[src/rtl/sifh_peak_search_if.sv]
// -----------------------------------------------------------------------------
// sifh_peak_search_if
// Bundles the control handshake, the two histogram RAM ports and the result
// beat of the SiFH peak search stage.
//   start/busy/done                    : scan control
//   raddr/rEnable/readFlag/counts      : RAM port B (read)
//   waddr/wEnable/writeFlag/wdata      : RAM port A (clear writes)
//   peak_valid/pixel/bin/count         : one result beat per pixel
// modport master : the peak search block
// modport slave  : the environment (RAM + controller + result sink)
// -----------------------------------------------------------------------------
interface sifh_peak_search_if #(
    parameter int NB = 6,
    parameter int CW = 8,
    parameter int PW = 2,
    parameter int BW = 4
);
    logic          start;
    logic          busy;
    logic          done;
    logic [NB-1:0] raddr;
    logic          rEnable;
    logic          readFlag;
    logic [CW-1:0] counts;
    logic [NB-1:0] waddr;
    logic          wEnable;
    logic          writeFlag;
    logic [CW-1:0] wdata;
    logic          peak_valid;
    logic [PW-1:0] peak_pixel;
    logic [BW-1:0] peak_bin;
    logic [CW-1:0] peak_count;

    modport master (
        input  start, counts,
        output busy, done, raddr, rEnable, readFlag,
               waddr, wEnable, writeFlag, wdata,
               peak_valid, peak_pixel, peak_bin, peak_count
    );

    modport slave (
        output start, counts,
        input  busy, done, raddr, rEnable, readFlag,
               waddr, wEnable, writeFlag, wdata,
               peak_valid, peak_pixel, peak_bin, peak_count
    );
endinterface

[src/rtl/sifh_peak_search.sv]
// -----------------------------------------------------------------------------
// sifh_peak_search
// On start, reads every bin of every pixel histogram from the shared RAM,
// reports the highest bin (lowest index on ties) per pixel as one result beat,
// and, when CLEAR_EN=1, zeroes each bin one cycle after it was read.
// Ports:
//   clk  : rising-edge clock
//   res  : asynchronous active-low reset
//   bus  : sifh_peak_search_if.master (control, RAM ports A/B, result beat)
// All outputs are registered.
// -----------------------------------------------------------------------------
module sifh_peak_search #(
    parameter int BIN_NUM   = 16,
    parameter int PIXEL_NUM = 4,
    parameter int NB        = 6,
    parameter int CW        = 8,
    parameter int PW        = 2,
    parameter int BW        = 4,
    parameter bit CLEAR_EN  = 1'b1
) (
    input logic                  clk,
    input logic                  res,
    sifh_peak_search_if.master   bus
);

    typedef enum logic [2:0] {
        ST_IDLE   = 3'd0,
        ST_SCAN   = 3'd1,
        ST_DRAIN  = 3'd2,
        ST_REPORT = 3'd3,
        ST_FIN    = 3'd4
    } state_t;

    // Linear RAM address of one bin of one pixel histogram.
    function automatic logic [NB-1:0] addr_of(input logic [PW-1:0] pix, input logic [BW-1:0] bin);
        addr_of = NB'(pix) * NB'(BIN_NUM) + NB'(bin);
    endfunction

    state_t        state_r, state_s;
    logic [PW-1:0] pix_r, pix_s;
    logic [BW-1:0] bin_r, bin_s;          // bin currently on raddr
    logic [CW-1:0] max_r, max_s;
    logic [BW-1:0] maxbin_r, maxbin_s;
    logic          rd_d_r;                // counts carries valid data this cycle
    logic [BW-1:0] rd_bin_d_r;            // bin that counts belongs to
    logic          busy_r, busy_s;
    logic          done_r, done_s;
    logic [NB-1:0] raddr_r, raddr_s;
    logic          ren_r, ren_s;
    logic [NB-1:0] waddr_r, waddr_s;
    logic          wen_r, wen_s;
    logic          pv_r, pv_s;
    logic [PW-1:0] ppix_r, ppix_s;
    logic [BW-1:0] pbin_r, pbin_s;
    logic [CW-1:0] pcnt_r, pcnt_s;
    logic          upd_s;
    logic [CW-1:0] max_cmp_s;
    logic [BW-1:0] maxbin_cmp_s;

    // Running maximum including the word returned this cycle; strict > keeps lowest bin on ties.
    always_comb begin
        upd_s = rd_d_r && (bus.counts > max_r);
        if (upd_s) begin
            max_cmp_s    = bus.counts;
            maxbin_cmp_s = rd_bin_d_r;
        end else begin
            max_cmp_s    = max_r;
            maxbin_cmp_s = maxbin_r;
        end
    end

    // Next-state and next-output decode; outputs are computed for the state being entered.
    always_comb begin
        state_s  = state_r;
        pix_s    = pix_r;
        bin_s    = bin_r;
        max_s    = max_cmp_s;
        maxbin_s = maxbin_cmp_s;
        done_s   = 1'b0;
        raddr_s  = {NB{1'b0}};
        ren_s    = 1'b0;
        pv_s     = 1'b0;
        ppix_s   = {PW{1'b0}};
        pbin_s   = {BW{1'b0}};
        pcnt_s   = {CW{1'b0}};

        // The clear of an address always trails its read by exactly one cycle.
        if (CLEAR_EN && ren_r) begin
            waddr_s = raddr_r;
            wen_s   = 1'b1;
        end else begin
            waddr_s = {NB{1'b0}};
            wen_s   = 1'b0;
        end

        case (state_r)
            ST_IDLE: begin
                if (bus.start) begin
                    state_s  = ST_SCAN;
                    pix_s    = {PW{1'b0}};
                    bin_s    = {BW{1'b0}};
                    max_s    = {CW{1'b0}};
                    maxbin_s = {BW{1'b0}};
                    raddr_s  = addr_of({PW{1'b0}}, {BW{1'b0}});
                    ren_s    = 1'b1;
                end else begin
                    state_s = ST_IDLE;
                end
            end
            ST_SCAN: begin
                if (bin_r == BW'(BIN_NUM - 1)) begin
                    state_s = ST_DRAIN;
                end else begin
                    bin_s   = bin_r + 4'(1);
                    raddr_s = addr_of(pix_r, bin_r + 4'(1));
                    ren_s   = 1'b1;
                end
            end
            ST_DRAIN: begin
                // The last word of the pixel is folded in here and reported straight away.
                state_s = ST_REPORT;
                pv_s    = 1'b1;
                ppix_s  = pix_r;
                pbin_s  = maxbin_cmp_s;
                pcnt_s  = max_cmp_s;
            end
            ST_REPORT: begin
                if (pix_r == PW'(PIXEL_NUM - 1)) begin
                    state_s = ST_FIN;
                    done_s  = 1'b1;
                end else begin
                    state_s  = ST_SCAN;
                    pix_s    = pix_r + 2'(1);
                    bin_s    = {BW{1'b0}};
                    max_s    = {CW{1'b0}};
                    maxbin_s = {BW{1'b0}};
                    raddr_s  = addr_of(pix_r + 2'(1), {BW{1'b0}});
                    ren_s    = 1'b1;
                end
            end
            ST_FIN: begin
                // start is deliberately not looked at here.
                state_s = ST_IDLE;
            end
            default: begin
                state_s = ST_IDLE;
            end
        endcase

        busy_s = (state_s != ST_IDLE);
    end

    // State, datapath and registered output update; reset aborts any scan at once.
    always_ff @(posedge clk or negedge res) begin
        if (!res) begin
            state_r    <= ST_IDLE;
            pix_r      <= {PW{1'b0}};
            bin_r      <= {BW{1'b0}};
            max_r      <= {CW{1'b0}};
            maxbin_r   <= {BW{1'b0}};
            rd_d_r     <= 1'b0;
            rd_bin_d_r <= {BW{1'b0}};
            busy_r     <= 1'b0;
            done_r     <= 1'b0;
            raddr_r    <= {NB{1'b0}};
            ren_r      <= 1'b0;
            waddr_r    <= {NB{1'b0}};
            wen_r      <= 1'b0;
            pv_r       <= 1'b0;
            ppix_r     <= {PW{1'b0}};
            pbin_r     <= {BW{1'b0}};
            pcnt_r     <= {CW{1'b0}};
        end else begin
            state_r    <= state_s;
            pix_r      <= pix_s;
            bin_r      <= bin_s;
            max_r      <= max_s;
            maxbin_r   <= maxbin_s;
            rd_d_r     <= ren_r;
            rd_bin_d_r <= bin_r;
            busy_r     <= busy_s;
            done_r     <= done_s;
            raddr_r    <= raddr_s;
            ren_r      <= ren_s;
            waddr_r    <= waddr_s;
            wen_r      <= wen_s;
            pv_r       <= pv_s;
            ppix_r     <= ppix_s;
            pbin_r     <= pbin_s;
            pcnt_r     <= pcnt_s;
        end
    end

    assign bus.busy       = busy_r;
    assign bus.done       = done_r;
    assign bus.raddr      = raddr_r;
    assign bus.rEnable    = ren_r;
    assign bus.readFlag   = ren_r;
    assign bus.waddr      = waddr_r;
    assign bus.wEnable    = wen_r;
    assign bus.writeFlag  = wen_r;
    assign bus.wdata      = {CW{1'b0}};
    assign bus.peak_valid = pv_r;
    assign bus.peak_pixel = ppix_r;
    assign bus.peak_bin   = pbin_r;
    assign bus.peak_count = pcnt_r;

endmodule

[src/flat_wrapper.sv]
// flat-port wrapper written by rule: the top's interface ports become plain ports
module sifh_peak_search_flat 
#(
    parameter int BIN_NUM   = 16,
    parameter int PIXEL_NUM = 4,
    parameter int NB        = 6,
    parameter int CW        = 8,
    parameter int PW        = 2,
    parameter int BW        = 4,
    parameter bit CLEAR_EN  = 1'b1
)
  (clk, res, bus_start, bus_counts, bus_busy, bus_done, bus_raddr, bus_rEnable, bus_readFlag, bus_waddr, bus_wEnable, bus_writeFlag, bus_wdata, bus_peak_valid, bus_peak_pixel, bus_peak_bin, bus_peak_count);
  sifh_peak_search_if #(.NB(NB), .CW(CW), .PW(PW), .BW(BW)) bus_i ();
  input logic clk;
  input logic res;
  input wire logic [$bits(bus_i.start)-1:0] bus_start;
  input wire logic [$bits(bus_i.counts)-1:0] bus_counts;
  output wire logic [$bits(bus_i.busy)-1:0] bus_busy;
  output wire logic [$bits(bus_i.done)-1:0] bus_done;
  output wire logic [$bits(bus_i.raddr)-1:0] bus_raddr;
  output wire logic [$bits(bus_i.rEnable)-1:0] bus_rEnable;
  output wire logic [$bits(bus_i.readFlag)-1:0] bus_readFlag;
  output wire logic [$bits(bus_i.waddr)-1:0] bus_waddr;
  output wire logic [$bits(bus_i.wEnable)-1:0] bus_wEnable;
  output wire logic [$bits(bus_i.writeFlag)-1:0] bus_writeFlag;
  output wire logic [$bits(bus_i.wdata)-1:0] bus_wdata;
  output wire logic [$bits(bus_i.peak_valid)-1:0] bus_peak_valid;
  output wire logic [$bits(bus_i.peak_pixel)-1:0] bus_peak_pixel;
  output wire logic [$bits(bus_i.peak_bin)-1:0] bus_peak_bin;
  output wire logic [$bits(bus_i.peak_count)-1:0] bus_peak_count;
  assign bus_i.start = bus_start;
  assign bus_i.counts = bus_counts;
  assign bus_busy = bus_i.busy;
  assign bus_done = bus_i.done;
  assign bus_raddr = bus_i.raddr;
  assign bus_rEnable = bus_i.rEnable;
  assign bus_readFlag = bus_i.readFlag;
  assign bus_waddr = bus_i.waddr;
  assign bus_wEnable = bus_i.wEnable;
  assign bus_writeFlag = bus_i.writeFlag;
  assign bus_wdata = bus_i.wdata;
  assign bus_peak_valid = bus_i.peak_valid;
  assign bus_peak_pixel = bus_i.peak_pixel;
  assign bus_peak_bin = bus_i.peak_bin;
  assign bus_peak_count = bus_i.peak_count;
  sifh_peak_search #(.BIN_NUM(BIN_NUM), .PIXEL_NUM(PIXEL_NUM), .NB(NB), .CW(CW), .PW(PW), .BW(BW), .CLEAR_EN(CLEAR_EN)) u_core (.clk(clk), .res(res), .bus(bus_i));
endmodule
[config.mk]
export PLATFORM = sky130hd
export DESIGN_NAME = sifh_peak_search_flat
export DESIGN_NICKNAME = d
export VERILOG_FILES = /design/src/rtl/sifh_peak_search_if.sv /design/src/rtl/sifh_peak_search.sv /design/src/flat_wrapper.sv
export SDC_FILE = /design/constraint.sdc
export NUM_CORES = 1
export LEC_CHECK = 0
export ABC_AREA = 1
export CAP_MARGIN = 15
export CORE_ASPECT_RATIO = 0.7
export CORE_UTILIZATION = 40
export CTS_BUF_LIST = sky130_fd_sc_hd__clkbuf_4 sky130_fd_sc_hd__clkbuf_8 sky130_fd_sc_hd__clkbuf_16
export CTS_CLUSTER_SIZE = 16
export DETAILED_ROUTE_END_ITERATION = 6
export GPL_TIMING_DRIVEN = 0
export PLACE_DENSITY = 0.75
export SLEW_MARGIN = 20
export SYNTH_ARGS = -nofsm -noshare
export SYNTH_HDL_FRONTEND = slang
export SYNTH_SLANG_ARGS = --single-unit
[constraint.sdc]
create_clock -name clk -period 2.6 [get_ports clk]
set_input_delay 0.52 -clock clk [delete_from_list [all_inputs] [get_ports clk]]
set_output_delay 0.52 -clock clk [all_outputs]
set_load 0.02 [all_outputs]
==> impl_metrics.tcl <==
set metrics [dict create \
    wl_um 4494 \
    synth-warning-count 0 \
    synth_cells 253 \
    ys.flop_type "dfrtp_1" \
    clkSinkCount 56 \
    finalSetupTns_ns 0 \
    area_growth_pct 26.53 \
    gp_routability_congestion 0.7889 \
    track_usage 0.1624 \
    final_hold_viol_count 0 \
    drc 0 \
    portBuffers 43 \
    post_drt_wl_per_cell_um 11.76 \
    end_kind "output pin" \
    cp.arrival_ns 1.55 \
    post-cts-setup-buffer-count 0 \
    synth.distinct_cells 21 \
    die_h_um 66.25 \
    nets 331 \
    vdd_drop_max_mv 0.3307 \
    critPathBufInv 2 \
    vias_per_cell 4.406 \
    clkTransAtPathRegs_ns 0.09 \
    reg2reg_to "u_core.bus.peak_bin[0]" \
    r2r-start "u_core.max_r[3]" \
    core-area_sq_um 5450 \
    async_flop_share 1.000 \
    path_delay_family "buffers and inverters" \
    syn-cell-area_sq_um 2359 \
    dr.pass1.iters 4 \
    yosysTopAreaCell "dfrtp_1" \
    start_util 0.4327 \
    holdWs_ns 0.2524 \
    crit_path_start "u_core.bus.rEnable" \
    cts_tree "done" \
    cap_violations 0 \
    hp-class "in -> async" \
    cts_max_level 2 \
    worst_pin_slew_ns 0.6857 \
    hold_buffers 0 \
    max_slew_margin 0.5429 \
    drtIter0Drc 92 \
    die_w_um 93.78 \
    rr_worst_depth 9 \
    crit_chain "buf_4 > clkdlybuf4s50_1" \
    path_depth 2 \
    crit_fanout 9 \
    fin_crit_sh 0.7962 \
    setup_viol 0 \
    ys_ff_latch 56 \
    synth.top_cell.area_share 0.5942 \
    io_pins 52 \
    status "finished clean" \
    dp.final_hpwl_um 3133 \
    p_per_area_nw_per_um2 1083 \
    fin_skew_ns 0.006589 \
    grt_pass1_vias 1574 \
    cp_data_required_time_ns 2.08 \
    max_freq_ghz 0.4831 \
    grt_max_degree 57 \
    clk_path_buf_depth 2 \
    rows 22 \
    num_antenna_cells 0 \
    ff2ff_setup_slack_ns 0.86 \
    antenna_found_initial 0 \
    p_leak_uw 0.001597 \
    worstSkewPairLatency_ns 0.29 \
    cts-root-buf "clkbuf_8" \
    cts_buffers 5 \
    layout-drive-gt1-share 0.09677 \
    dieArea_sq_um 6212 \
    critPathMaxStageDelay_ns 0.59 \
    synth.most_common_cell "dfrtp_1" \
    fin_crit_ns 2.070 \
    synthTopCellsByCount "56 x dfrtp_1, 47 x nand2_1, 45 x inv_1" \
    vias 1683 \
    ant_nets 0 \
    grt_pass1_wl_um 7514 \
    ys_seq_area_frac 0.5942 \
    worstSetupEndpoint "bus_readFlag" \
    synth.avg_cell_area_sq_um 9.322 \
    synth_edf_count 0 \
    cp_slowest_cell "clkdlybuf4s50_1" \
    rsz0062_at_grt "no" \
    setup.worst_path.start_class "register" \
    synth.area.top_cells "dfrtp_1 59%, nand2_1 7.5%, inv_1 7.2%" \
    grt-ovfl-total 0 \
    drv_slew 0 \
    path_class "reg -> out" \
    post_cts_resized 0 \
]
## flip-flops by register name (all words and copies together) (netlist names)
signal,count
u_core.rd_bin_d_r,4
u_core.bin_r,4
u_core.rd_d_r,1
u_core.bus.busy,1
u_core.pix_r,2
u_core.maxbin_r,4
u_core.bus.waddr,6
u_core.bus.raddr,6
u_core.bus.peak_bin,4
u_core.bus.peak_valid,1
u_core.bus.peak_pixel,2
u_core.bus.done,1
u_core.bus.rEnable,1
u_core.state_r,3
u_core.max_r,8
u_core.bus.peak_count,8
## metrics by stage
stage               cell area, sq um  setup WS (ns)  power (uW)  cells  utilization
floorplan                       2385         0.9523        2286    260            -
global placement                2905        -0.5907        2736    375       0.5331
detailed placement              2903         0.2568        2798    375       0.5326
CTS                             2984         0.4935        3249    382       0.5475
global route                    2984         0.4199        3529    382       0.5475
finish                          2984         0.5300        3231    382       0.5475
## layer usage
layer | track usage | wire, um | vias up
met5 | 0 | 0 | -
met4 | 0.04038 | 34 | 0
met3 | 0.04828 | 266 | 4
met2 | 0.2555 | 1957 | 45
met1 | 0.2199 | 2234 | 776
li1 | - | - | 858
## power by group
part | internal, uW | switching [uW]
Sequential | 1160 | 156
Combinational | 582 | 888
Clock | 194 | 247
## area by class of cell
| cell class | instances | area (sq um) |
|---|---|---|
| buffer | 15 | 106.4 |
| clock buffer | 6 | 76.32 |
| clock inverter | 1 | 5.005 |
| fill | 448 | 2466 |
| inverter | 45 | 168.9 |
| multi-input combinational | 144 | 708.2 |
| sequential | 56 | 1401 |
| tap | 72 | 90.09 |
| timing repair buffer | 43 | 427.9 |
## how the worst min path moves through the flow
| stage | endpoint | cells after the start |
|---|---|---|
| floorplan | u_core.bin_r[0] | 0 |
| global placement | u_core.rd_bin_d_r[3] | 0 |
| detailed placement | u_core.rd_bin_d_r[3] | 0 |
| CTS | u_core.bus.peak_count[4] | 1 |
| global route | u_core.bus.waddr[1] | 1 |
| finish | u_core.bus.peak_count[4] | 1 |
## layout by cell type (no fill, tap or decap), types with 2 or more instances in the layout
| master | instances |
|---|---|
| a21o_1 | 2 |
| dfrtp_1 | 56 |
| nand2_1 | 47 |
| conb_1 | 8 |
| buf_2 | 4 |
| a21oi_1 | 3 |
| nor2_1 | 39 |
| nor2_2 | 2 |
| buf_4 | 11 |
| ha_1 | 10 |
| nand2_2 | 3 |
| clkdlybuf4s50_1 | 42 |
| nand3_1 | 17 |
| o21ai_0 | 7 |
| inv_1 | 45 |
| clkbuf_8 | 5 |
## cells by family (layout without fill, tap and decap cells)
family | after synthesis | after routing | share of synthesized area
and+or+nand+nor | 112 | 112 | 0.1989
AOI/OAI and AO/OA | 14 | 14 | 0.03554
adders and majority gates | 10 | 10 | 0.05305
other | 1 | 8 | 0.001590
DFF | 56 | 56 | 0.5942
buffers and inverters | 60 | 110 | 0.1167
Note: power is estimated with default switching activity, not from simulation.
